===== config.mk =====
export PLATFORM = sky130hd
export DESIGN_NAME = century_display_scan
export DESIGN_NICKNAME = d
export VERILOG_FILES = /design/src/rtl/century_pkg.sv /design/src/rtl/bcd_to_seg7.sv /design/src/rtl/century_display_scan.sv
export SDC_FILE = /design/constraint.sdc
export NUM_CORES = 1
export LEC_CHECK = 0
export BUFFER_PORTS_ARGS = -buffer_cell sky130_fd_sc_hd__buf_4
export CORE_MARGIN = 2
export CORE_UTILIZATION = 56
export CTS_CLUSTER_SIZE = 16
export DETAILED_ROUTE_END_ITERATION = 10
export GPL_TIMING_DRIVEN = 0
export PLACE_DENSITY = 0.79
export SLEW_MARGIN = 25
export SYNTH_ARGS = -nofsm -noshare
export SYNTH_HDL_FRONTEND = slang
export SYNTH_SLANG_ARGS = --single-unit

===== constraint.sdc =====
create_clock -name i_clk -period 4 [get_ports i_clk]
set_clock_uncertainty 0.15 [all_clocks]
set_input_delay 0.6 -clock i_clk [delete_from_list [all_inputs] [get_ports i_clk]]
set_output_delay 0.6 -clock i_clk [all_outputs]
set_load 0.05 [all_outputs]

===== src/rtl/century_pkg.sv =====
// Shared constants and types for the century_clock display scanner.
// Segment patterns are active-low {g,f,e,d,c,b,a}.
package century_pkg;

  localparam int NUM_DIGITS = 8;

  localparam logic [2:0] SLOT_SEC_U  = 3'd0;
  localparam logic [2:0] SLOT_SEC_T  = 3'd1;
  localparam logic [2:0] SLOT_MIN_U  = 3'd2;
  localparam logic [2:0] SLOT_MIN_T  = 3'd3;
  localparam logic [2:0] SLOT_HOUR_U = 3'd4;
  localparam logic [2:0] SLOT_HOUR_T = 3'd5;
  localparam logic [2:0] SLOT_DAY_U  = 3'd6;
  localparam logic [2:0] SLOT_DAY_T  = 3'd7;

  localparam logic [6:0] SEG_0    = 7'h40;
  localparam logic [6:0] SEG_1    = 7'h79;
  localparam logic [6:0] SEG_2    = 7'h24;
  localparam logic [6:0] SEG_3    = 7'h30;
  localparam logic [6:0] SEG_4    = 7'h19;
  localparam logic [6:0] SEG_5    = 7'h12;
  localparam logic [6:0] SEG_6    = 7'h02;
  localparam logic [6:0] SEG_7    = 7'h78;
  localparam logic [6:0] SEG_8    = 7'h00;
  localparam logic [6:0] SEG_9    = 7'h10;
  localparam logic [6:0] SEG_DASH = 7'h3F;
  localparam logic [6:0] SEG_OFF  = 7'h7F;

  typedef enum logic {
    BLANK = 1'b0,
    ON    = 1'b1
  } scan_state_t;

endpackage


===== src/rtl/bcd_to_seg7.sv =====
// Combinational BCD to active-low 7-segment decoder; non-BCD codes show a dash.
module bcd_to_seg7
  import century_pkg::*;
(
  input  logic [3:0] i_bcd,
  output logic [6:0] o_seg_n
);

  always_comb begin
    case (i_bcd)
      4'd0:    o_seg_n = SEG_0;
      4'd1:    o_seg_n = SEG_1;
      4'd2:    o_seg_n = SEG_2;
      4'd3:    o_seg_n = SEG_3;
      4'd4:    o_seg_n = SEG_4;
      4'd5:    o_seg_n = SEG_5;
      4'd6:    o_seg_n = SEG_6;
      4'd7:    o_seg_n = SEG_7;
      4'd8:    o_seg_n = SEG_8;
      4'd9:    o_seg_n = SEG_9;
      default: o_seg_n = SEG_DASH;
    endcase
  end

endmodule


===== src/rtl/century_display_scan.sv =====
// Multiplexed 8-digit common-anode scanner for the century_clock digit bus.
// Digits are snapshotted once per frame so a rollover never displays torn values.
module century_display_scan
  import century_pkg::*;
#(
  parameter int SCAN_DIV  = 1000,
  parameter int BLANK_CYC = 8
) (
  input  logic       i_clk,
  input  logic       i_rst,
  input  logic       i_en,
  input  logic       i_blank_lz,
  input  logic [3:0] i_sec_unit,
  input  logic [3:0] i_sec_ten,
  input  logic [3:0] i_min_unit,
  input  logic [3:0] i_min_ten,
  input  logic [3:0] i_hour_unit,
  input  logic [3:0] i_hour_ten,
  input  logic [3:0] i_day_unit,
  input  logic [1:0] i_day_ten,
  output logic [6:0] o_seg_n,
  output logic [7:0] o_dig_n,
  output logic       o_dp_n,
  output logic       o_frame_done
);

  localparam int CNT_MAX = (SCAN_DIV > BLANK_CYC) ? SCAN_DIV : BLANK_CYC;
  localparam int CNT_W   = $clog2(CNT_MAX + 1);
  localparam logic [CNT_W-1:0] SCAN_LAST  = CNT_W'(SCAN_DIV - 1);
  localparam logic [CNT_W-1:0] BLANK_LAST = CNT_W'(BLANK_CYC - 1);

  scan_state_t                    r_state;
  logic [2:0]                     r_idx;
  logic [CNT_W-1:0]               r_cnt;
  logic [NUM_DIGITS-1:0][3:0]     r_snap;

  scan_state_t                    w_state_nxt;
  logic [2:0]                     w_idx_nxt;
  logic [CNT_W-1:0]               w_cnt_nxt;
  logic                           w_frame_end;
  logic                           w_capture;
  logic [NUM_DIGITS-1:0][3:0]     w_inputs;
  logic [NUM_DIGITS-1:0][3:0]     w_snap_nxt;
  logic [3:0]                     w_digit;
  logic [6:0]                     w_dec_seg;
  logic [6:0]                     w_seg_nxt;
  logic [7:0]                     w_dig_nxt;
  logic                           w_dp_nxt;
  logic                           w_lz_hide;

  assign w_inputs = {{2'b00, i_day_ten}, i_day_unit, i_hour_ten, i_hour_unit,
                     i_min_ten, i_min_unit, i_sec_ten, i_sec_unit};

  // Capture happens only in the very first cycle of a frame.
  assign w_capture  = i_en && (r_state == BLANK) && (r_idx == 3'd0) && (r_cnt == '0);
  assign w_snap_nxt = w_capture ? w_inputs : r_snap;

  always_comb begin
    w_state_nxt = r_state;
    w_idx_nxt   = r_idx;
    w_cnt_nxt   = r_cnt;
    w_frame_end = 1'b0;
    if (!i_en) begin
      w_state_nxt = BLANK;
      w_idx_nxt   = 3'd0;
      w_cnt_nxt   = '0;
    end else begin
      case (r_state)
        BLANK: begin
          if (r_cnt == BLANK_LAST) begin
            w_state_nxt = ON;
            w_cnt_nxt   = '0;
          end else begin
            w_cnt_nxt = r_cnt + CNT_W'(1);
          end
        end
        default: begin
          if (r_cnt == SCAN_LAST) begin
            w_state_nxt = BLANK;
            w_idx_nxt   = r_idx + 3'd1;
            w_cnt_nxt   = '0;
            w_frame_end = (r_idx == SLOT_DAY_T);
          end else begin
            w_cnt_nxt = r_cnt + CNT_W'(1);
          end
        end
      endcase
    end
  end

  assign w_digit = w_snap_nxt[w_idx_nxt];

  bcd_to_seg7 u_dec (
    .i_bcd   (w_digit),
    .o_seg_n (w_dec_seg)
  );

  assign w_lz_hide = (w_idx_nxt == SLOT_DAY_T) && i_blank_lz &&
                     (w_snap_nxt[SLOT_DAY_T] == 4'd0);

  // Outputs are derived from next-state so they line up with the registered FSM.
  always_comb begin
    w_seg_nxt = SEG_OFF;
    w_dig_nxt = 8'hFF;
    w_dp_nxt  = 1'b1;
    if (w_state_nxt == ON) begin
      if (!w_lz_hide) begin
        w_dig_nxt = ~(8'd1 << w_idx_nxt);
        w_seg_nxt = w_dec_seg;
      end
      if ((w_idx_nxt == SLOT_MIN_U) || (w_idx_nxt == SLOT_HOUR_U)) begin
        w_dp_nxt = w_snap_nxt[SLOT_SEC_U][0];
      end
    end
  end

  always_ff @(posedge i_clk) begin
    if (i_rst) begin
      r_state      <= BLANK;
      r_idx        <= 3'd0;
      r_cnt        <= '0;
      r_snap       <= '0;
      o_seg_n      <= SEG_OFF;
      o_dig_n      <= 8'hFF;
      o_dp_n       <= 1'b1;
      o_frame_done <= 1'b0;
    end else begin
      r_state      <= w_state_nxt;
      r_idx        <= w_idx_nxt;
      r_cnt        <= w_cnt_nxt;
      r_snap       <= w_snap_nxt;
      o_seg_n      <= w_seg_nxt;
      o_dig_n      <= w_dig_nxt;
      o_dp_n       <= w_dp_nxt;
      o_frame_done <= w_frame_end;
    end
  end

endmodule


After elaboration in Yosys (flattened, before gate mapping)
Memories as Yosys holds them, arrays and structs flattened. A register that Yosys moved wholly into a read port is not among the register bits.
Index checks and enable logic that the tools add are counted.
- add/sub/neg operators: 2
- reduce and logical (&&, ||, !) cells: 13
- equality and inequality tests: 6
- multiplexer cells: 13
- order comparisons: 1
- shifts and indexed selects: 1
- bitwise logic cells: 6
- operators with widths (operator ; count):
    2-to-1 mux 32 bit ; 1
    2-to-1 mux 10 bit ; 3
    binary-select mux 4 bit (select 3 bit) ; 1
    adder 10 x 1 -> 10 bit, second input constant ; 1
    == test 10 bit, second input constant ; 1
    == test 10 x 3 -> 1 bit, second input constant ; 1
    zero test 10 bit ; 1
    == test 3 bit, second input constant ; 3
    2-to-1 mux 3 bit ; 3
    inverter 8 bit ; 1
    << shifter 1 x 3 -> 8 bit, first input constant ; 1
    OR reduction 3 bit ; 2
    logical AND 1 bit ; 5
    inverter 1 bit ; 5
    zero test 4 bit ; 1
    less-than comparator 3 x 4 -> 1 bit, second input constant ; 1
    2-to-1 mux 1 bit ; 4
    2-to-1 mux 4 bit ; 1
    OR reduction 4 bit ; 1
    adder 3 x 1 -> 3 bit, second input constant ; 1
    == test 3 x 2 -> 1 bit, second input constant ; 1
    zero test 3 bit ; 1
    OR reduction 2 bit ; 1
    logical OR 1 bit ; 1
- register bits: 56
- logic and storage cells: 57
- memory bits (read-only): 112
- bits of input ports: 34
- output and inout bits: 17
- memories kept: 1
- memories (memory ; words ; bits a word ; rd ports ; clocked after memory_dff ; write ports ; RTL line ; text):
    (name not given) ; 16 ; 7 ; 1 ; 1 ; 0 ; bcd_to_seg7.sv:10 ; case (i_bcd)

Logic depth before layout (Yosys ltp)
Gate-level depths: netlist of run 1.
- word-level depth: 8
- gate-level depth with buffers: 17
- depth with buffers taken out: 13

Hierarchy
Synthesis of run 1 repeated with hierarchy kept, for this count alone.
- cells, all modules: 351
- area total of the unflattened synthesis: 3000.4 um^2
- by module, submodules not included (module ; area each (um^2) ; cells an instance ; times used ; seq. area each (um^2)):
    century_display_scan ; 2795.2 ; 318 ; 1 ; 1261.2
    bcd_to_seg7 ; 205.2 ; 33 ; 1 ; 0.0

Least setup slack after synthesis of run 1
No wires, ideal clock.
- kind: input to register
- start: input port i_en
- end: register o_seg_n[0]
- setup time: 0.116 ns
- path slack: 0.724 ns
- stages: 15
- arrival: 3.011 ns
- cells stage by stage: nor4b_2 -> and3_1 -> buf_6 -> nand2_8 -> buf_12 -> buf_12 -> buf_12 -> mux2i_4 -> o22ai_1 -> nor4_2 -> nor2_1 -> inv_1 -> ha_1 -> or3_1 -> a31o_1
- word-level cells in the longest chain between the ends: 7
- elaborated cells between the ends (all ways): 14
- ends and longest elaborated chain (what ; RTL line ; text):
    from (decl) ; century_display_scan.sv:11 ; input logic i_en,
    branches (longest 7 deep; another with 2-to-1 mux 32 bit) ; -- ;
    to (decl) ; century_display_scan.sv:21 ; output logic [6:0] o_seg_n,
Parallel ways; which one is timed is not known. The select of a mux whose other input is x is not followed.
A chain may end at the register's enable or synchronous reset.

Worst setup path after layout of run 1
- start: register r_cnt[5]
- end: register o_seg_n[0]
- word-level cells in the longest chain between the ends: 8
- elaborated cells between the ends (all ways): 20
- ends and longest elaborated chain (what ; RTL line ; text):
    from (decl) ; century_display_scan.sv:34 ; logic [CNT_W-1:0] r_cnt;
    from (signal assigned) ; century_display_scan.sv:130 ; r_cnt <= w_cnt_nxt;
    == test 10 bit ; century_display_scan.sv:78 ; if (r_cnt == SCAN_LAST) begin
    2-to-1 mux 3 bit ; century_display_scan.sv:78 ;
    2-to-1 mux 3 bit ; century_display_scan.sv:68 ; case (r_state)
    2-to-1 mux 3 bit ; century_display_scan.sv:63 ; if (!i_en) begin
    == test 3 bit ; century_display_scan.sv:98 ; assign w_lz_hide = (w_idx_nxt == SLOT_DAY_T) && i_blank_lz &&
    logical AND 1 bit (2 in series) ; century_display_scan.sv:98 ;
    OR reduction 3 bit (no line) ; -- ;
Several ways; a longest one is shown, not always the timed one. The select of a mux whose other input is x is not followed.

==> results of run 1 <==
cell type report:
type / count / area, um2 / share of cell area [%]
Buffer: 13 / 126 / 3.36
Timing Repair Buffer: 49 / 368 / 9.78
Tap cell: 70 / 87.6 / 2.33
Clock inverter: 2 / 60.1 / 1.60
Inverter: 13 / 48.8 / 1.30
Multi-Input combinational cell: 239 / 1630 / 43.2
Sequential cell: 63 / 1260 / 33.5
Clock buffer: 14 / 183 / 4.86
metal layers:
| metal | share of wire (%) | wire (um) |
|---|---|---|
| met4 | 1.5 | 108 |
| met1 | 46 | 3290 |
| met5 | 0 | 0 |
| met3 | 6.5 | 460 |
| met2 | 45 | 3220 |
sequential cells by signal, summed over array words and instances (netlist names):
| signal | count |
|---|---|
| r_snap | 32 |
| r_cnt | 10 |
| o_dig_n | 8 |
| o_seg_n | 7 |
| r_idx | 3 |
| o_dp_n | 1 |
| o_frame_done | 1 |
| r_state | 1 |
worst reg2reg max path, stage by stage (launching register included):
cell and delay [ns]:
dfxtp_1 0.35, nor4_1 0.40, and2_1 0.22, buf_6 0.14, nand2_8 0.08, buf_12 0.16, buf_12 0.15, buf_12 0.14
mux2i_4 0.19, o22ai_1 0.18, nor4_2 0.06, nor2_1 0.41, inv_1 0.17, ha_1 0.20, or3_1 0.37, a31o_1 0.22
how the worst max path moves through the flow:
stage,cells past startpoint,slack (ns),start,to
after floorplan,15,0.72,i_en,o_seg_n[0]
after CTS,15,0.34,r_cnt[5],o_seg_n[0]
after global routing,14,0.008,r_cnt[0],o_seg_n[0]
after global placement,16,0.15,i_en,o_seg_n[0]
after detailed placement,16,0.13,i_en,o_seg_n[0]
final,15,0.31,r_cnt[5],o_seg_n[0]
per-stage QoR:
step	setup WS [ns]	cells
6_report	0.306	463
5_1_grt	0.00789	463
4_1_cts	0.336	463
3_5_place_dp	0.131	447
3_3_place_gp	0.150	447
2_1_floorplan	0.724	328
kinds of logic (layout without fill, tap and decap cells):
| group | after synthesis | in the layout | share of synthesized area (%) |
|---|---|---|---|
| buffers and inverters | 26 | 91 | 5.73 |
| AOI/OAI and AO/OA | 60 | 60 | 13.7 |
| and+or+nand+nor | 131 | 131 | 22.6 |
| xor gates and xnor gates | 8 | 8 | 2.29 |
| adders and majority gates | 11 | 11 | 4.50 |
| muxes | 29 | 29 | 9.90 |
| DFF | 63 | 63 | 41.2 |
cell usage in the layout, fill, tap and decap left out, types with 2 or more instances in the layout:
cell and count:
nor2_1 46, nor4_1 3, ha_1 11, inv_1 13
nand4_1 3, o221ai_1 4, nor4_2 2, o21ai_1 4
o21a_1 2, nand3_1 18, bufinv_16 2, o21ai_0 6
clkbuf_8 13, a21o_1 5, xnor2_1 5, buf_6 3
and2_1 3, a2bb2oi_1 2, dfxtp_1 63, and4_1 4
nor3_1 8, buf_12 3, clkbuf_1 5, a21oi_1 15
o22ai_1 4, buf_4 50, or3_1 2, nand2_1 28
mux2i_1 28, nor3b_1 3, o31ai_1 2, o21ai_2 2
xor2_1 3, buf_2 2
power groups by stage:
stage	clock, mW	combinational [mW]	sequential (mW)
2_1_floorplan	0	0.115	0.667
3_3_place_gp	0	0.163	0.667
3_5_place_dp	0	0.167	0.669
4_1_cts	0.665	0.170	0.654
5_1_grt	0.700	0.186	0.656
6_report	0.661	0.170	0.655
==> results by group, run 1 <==
Worst setup path
  • Worst-path fanout max: 10
  • Worst reg2reg setup slack: roughly 0.3 ns
  • Buf/Inv on CP: 5
  • R2R Path Start: r_cnt[5]
  • CP delay by family, top: simple AND/OR/NAND/NOR gates
  • R2R cell count: 15
  • CP max stage delay: 0.41 ns
  • Arrival time worst endpoint: 3.78 ns
  • CP endpoint kind: register
  • Crit-path cells: nor4_1, and2_1, buf_6, nand2_8, buf_12, buf_12, buf_12, mux2i_4, o22ai_1, nor4_2, nor2_1, inv_1, ha_1, or3_1, a31o_1
  • R2r endpoint: o_seg_n[0]
  • Critical Path RT: 4.09 ns
  • Crit path top cell by count: buf_12
  • Critical path class: reg2reg
  • Critical path's slowest cell: nor2_1
  • Crit path launch type: register

Floorplan
  • Die width: 77.9 um
  • # rows: 26
  • Core area: 5170 um2
  • DIE AREA: slightly above 6000 um2
  • Starting Density: between 50% and 60%
  • Die H: 77.9 um
  • Ports: 51

Synthesis
  • Sequential cell area fraction in the yosys report: roughly two fifths
  • Synthesized area: about 3100 um2
  • Cell taking the most area after synthesis: dfxtp_1
  • Synth Flop Type: dfxtp_1
  • Ys Warns: 0
  • Synthesized flop and latch total: 63
  • Share of the synthesized area in the top cell type: between 40% and 50%
  • Main area contributors after synthesis: dfxtp_1 41%, mux2i_1 9.2%, nor2_1 5.6%, ha_1 4.5%, nand2_1 3.4%
  • Synth Area per Inst: 9.32 um2
  • Fraction of registers with async set/reset: 0%
  • Top-count cell post-synth: dfxtp_1
  • Cell variety after synth: 57
  • Post-synth EDFFs: 0
  • Top cells by count, synth: 63 x dfxtp_1, 46 x nor2_1, 28 x mux2i_1, 28 x nand2_1, 18 x nand3_1
  • Syn Inst Count: 328
  • Synth Net Count: 373

Global route
  • Largest net degree at the start of global routing: 11
  • GR Util met1: between 30% and 40%
  • Grt met3 use: roughly 5.8%
  • First-pass GRT wire length: 11.7 mm
  • GR Util met2: 38.4%
  • Gr usage total: 24.7%
  • Busiest grt layer: met2
  • Initial antenna violation count: 0
  • Gr ovfl total: 0
  • Vias in the first global route: approximately 2400

STA
  • Worst-Margin Slew: slightly below 0.8 ns
  • Max Clock Freq: 271 MHz
  • RSZ-0062 raised after global routing: false
  • Final setup violation count: 0
  • Slew Limit Fails: 0
  • TNS Setup: 0 ns
  • Final hold violation count: 0
  • Max transition margin: 47.9%
  • Fin crit share: 92.3%
  • Hold Slack: 0.307 ns
  • Minimum clock period: 3.69 ns

Clock network
  • CTS resizes: 0
  • Clock transition at path regs: 0.07 ns
  • H-tree depth: 3
  • CTS tree: built
  • Clock sinks: 63
  • Clock Path Buffers: 2
  • Post-CTS Setup Bufs: 0
  • Root buffer cell: clkbuf_8
  • CTS buffer count: 9
  • Cts hold-fix bufs: 0
  • Worst-Skew Late Latency: 0.34 ns

Place
  • Gpl congestion: ~0.87
  • Placed Area: between 3000 and 4000 um2
  • # port buffers: between 40 and 50
  • Post-DP HPWL: 5.06 mm

Cells and area
  • P&R area growth vs syn: 23.0%
  • Layout cells sized above 1: a little under a quarter
  • Number of fill cells in the layout: approximately 400
  • N_diodes: 0
  • Final core occ: 72.7%
  • Finished layout cell area: 3760 um2
  • Net count, final: 433

Detailed routing
  • Number of DRC markers in iteration 0: 166
  • Routed Antenna Nets: 0
  • Drt drc: 0
  • Total wire length: ~7.1 mm
  • DR pass1 iterations: 4
  • WL/cell: 15.3 um
  • Vias per cell: 5.58
  • Vias after detailed routing: approximately 2600

Pwr
  • Worst IR Drop VDD: 0.000397 V
  • Sw frac: between 20% and 30%
  • P_sw: ~0.34 mW
  • Pwr Density: 395 nW/um2
  • Pleak: about 1.6 nW
  • Comb power frac: approximately 12%
  • Total power: between 1 and 1.5 mW
  • Flop pwr share: 44.1%
  • Internal: between 1 and 1.5 mW
  • Clock network fraction of design power: 44.5%

Status
  • Status: finished clean

Flow run
  • MaxCap Viol Count: 0

Min path
  • Hold Crit Start: r_snap[8]
  • Worst hold path type: reg2reg
  • Worst min-delay path endpoint: r_snap[8]
  • Min-Delay Path Depth: 2
Power figures use the tool's default switching activity.
==> run 2: changes to the inputs <==
--- a/config.mk
+++ b/config.mk
@@ -7,11 +7,12 @@
 export LEC_CHECK = 0
 export BUFFER_PORTS_ARGS = -buffer_cell sky130_fd_sc_hd__buf_4
 export CORE_MARGIN = 2
-export CORE_UTILIZATION = 56
+export CORE_UTILIZATION = 58
+export CTS_BUF_LIST = sky130_fd_sc_hd__clkbuf_2 sky130_fd_sc_hd__clkbuf_4 sky130_fd_sc_hd__clkbuf_8
 export CTS_CLUSTER_SIZE = 16
 export DETAILED_ROUTE_END_ITERATION = 10
 export GPL_TIMING_DRIVEN = 0
-export PLACE_DENSITY = 0.79
+export PLACE_DENSITY = 0.82
 export SLEW_MARGIN = 25
 export SYNTH_ARGS = -nofsm -noshare
 export SYNTH_HDL_FRONTEND = slang
==> results by group, run 2 (same netlist as run 1, synthesis figures left out) <==
Clock network
  • Worst-Skew Late Latency: approximately 0.35 ns
  • Post-CTS Setup Bufs: 0
  • Clock transition at path regs: roughly 0.070 ns
  • Clock sinks: 63
  • Cts hold-fix bufs: 0
  • CTS tree: built
  • Root buffer cell: clkbuf_8
  • Clock Path Buffers: 2
  • CTS resizes: 0
  • H-tree depth: 3
  • CTS buffer count: 9

Detailed routing
  • Drt drc: 0
  • Total wire length: 7.05 mm
  • Number of DRC markers in iteration 0: 236
  • Vias after detailed routing: 2606
  • Vias per cell: approximately 5.6
  • Routed Antenna Nets: 0
  • DR pass1 iterations: 4
  • WL/cell: ~15 um

Global route
  • First-pass GRT wire length: 11.5 mm
  • GR Util met2: 40.3%
  • GR Util met1: 32.2%
  • Busiest grt layer: met2
  • Largest net degree at the start of global routing: 11
  • Grt met3 use: 5.57%
  • Vias in the first global route: 2470
  • Gr usage total: roughly a quarter
  • Initial antenna violation count: 0
  • Gr ovfl total: 0

Floorplan
  • # rows: 26
  • Ports: 51
  • Die width: 76.6 um
  • Die H: between 70 and 80 um
  • Starting Density: 59.9%
  • DIE AREA: between 5000 and 6000 um2
  • Core area: 5110 um2

Cells and area
  • Biggest regs: r_snap (32), r_cnt (10), o_dig_n (8)
  • Layout cells sized above 1: 22.9%
  • P&R area growth vs syn: 22.0%
  • N_diodes: 0
  • Final core occ: 73.1%
  • Number of fill cells in the layout: 397
  • Commonest non-fill, non-tap cell in the layout: dfxtp_1
  • Most frequent cells in the layout: 63 x dfxtp_1, 50 x buf_4, 46 x nor2_1
  • Max reg flops: 32
  • Net count, final: 433
  • Biggest register: r_snap

STA
  • Slew Limit Fails: 0
  • Final setup violation count: 0
  • Fin crit share: between 90% and 100%
  • RSZ-0062 raised after global routing: false
  • Worst-Margin Slew: 0.725 ns
  • Max transition margin: 51.5%
  • TNS Setup: 0 ns
  • Max Clock Freq: 270 MHz
  • Minimum clock period: ~3.7 ns
  • Final hold violation count: 0

Min path
  • Worst min-delay path endpoint: r_snap[7]
  • Hold Crit Start: r_snap[7]
  • Min-Delay Path Depth: 2
  • Worst hold path type: reg2reg

Worst setup path
  • Worst-path fanout max: 10
  • Arrival time worst endpoint: approximately 3.8 ns
  • CP endpoint kind: register
  • R2r endpoint: o_seg_n[0]
  • R2R Path Start: r_cnt[0]
  • Critical Path RT: 4.09 ns
  • Worst reg2reg setup slack: ~0.3 ns
  • R2R cell count: 14
  • Crit path launch type: register
  • Critical path class: reg2reg

Place
  • Post-DP HPWL: between 5 and 6 mm
  • Gpl congestion: 0.898
  • # port buffers: 49

Status
  • Status: finished clean

Flow run
  • MaxCap Viol Count: 0

Pwr
  • Pleak: 1.58 nW
  • Pwr Density: 377 nW/um2
  • Worst IR Drop VDD: 0.000332 V
run 2: through the flow:
stage          hold slack (ns)  instance area [um2]  std cells  total power, mW  worst slack (ns)
2_1_floorplan            0.280                 3060        328            0.782             0.724
3_3_place_gp             0.291                 3510        447            0.829             0.192
3_5_place_dp             0.297                 3520        447            0.835             0.116
4_1_cts                  0.306                 3730        463             1.41             0.344
5_1_grt                  0.328                 3730        463             1.45          0.000518
6_report                 0.308                 3730        463             1.41             0.300
run 2: where the power goes:
| group | switching, mW | leakage, nW | internal, mW |
|---|---|---|---|
| registers | 0.00733 | 0.513 | 0.647 |
| logic | 0.0888 | 0.952 | 0.0802 |
| clock network | 0.239 | 0.113 | 0.344 |
run 2: final cells by class:
class / instances / area (um2) / area share, %
Inverter: 13 / 48.8 / 1.31
Timing Repair Buffer: 49 / 368 / 9.86
Multi-Input combinational cell: 239 / 1630 / 43.6
Sequential cell: 63 / 1260 / 33.8
Buffer: 13 / 126 / 3.39
Clock buffer: 13 / 173 / 4.63
Tap cell: 70 / 87.6 / 2.35
Clock inverter: 3 / 40.0 / 1.07
run 2: how the worst max path moves through the flow:
stage	startpoint	end	slack, ns
detailed placement	i_en	o_seg_n[0]	0.12
global placement	i_en	o_seg_n[0]	0.19
floorplan	i_en	o_seg_n[0]	0.72
CTS	r_cnt[0]	o_seg_n[0]	0.34
finish	r_cnt[0]	o_seg_n[0]	0.30
global route	r_cnt[0]	o_seg_n[0]	0.0005
run 2: metal layers:
layer	vias to the layer above	share of wire [%]
li1	1288	-
met1	1217	45
met2	88	47
met3	13	6.2
met4	0	1.8
met5	-	0
run 2: critical path, stage by stage (launching register included):
cell and delay, ns:
dfxtp_1 0.38, ha_1 0.29, nand4bb_1 0.24, nor4_2 0.28, or2_1 0.14, buf_2 0.16, buf_6 0.17, nand2_1 0.08
a221oi_2 0.27, nor4_2 0.07, nor2_1 0.40, inv_1 0.16, ha_1 0.21, or3_1 0.37, a31o_1 0.20
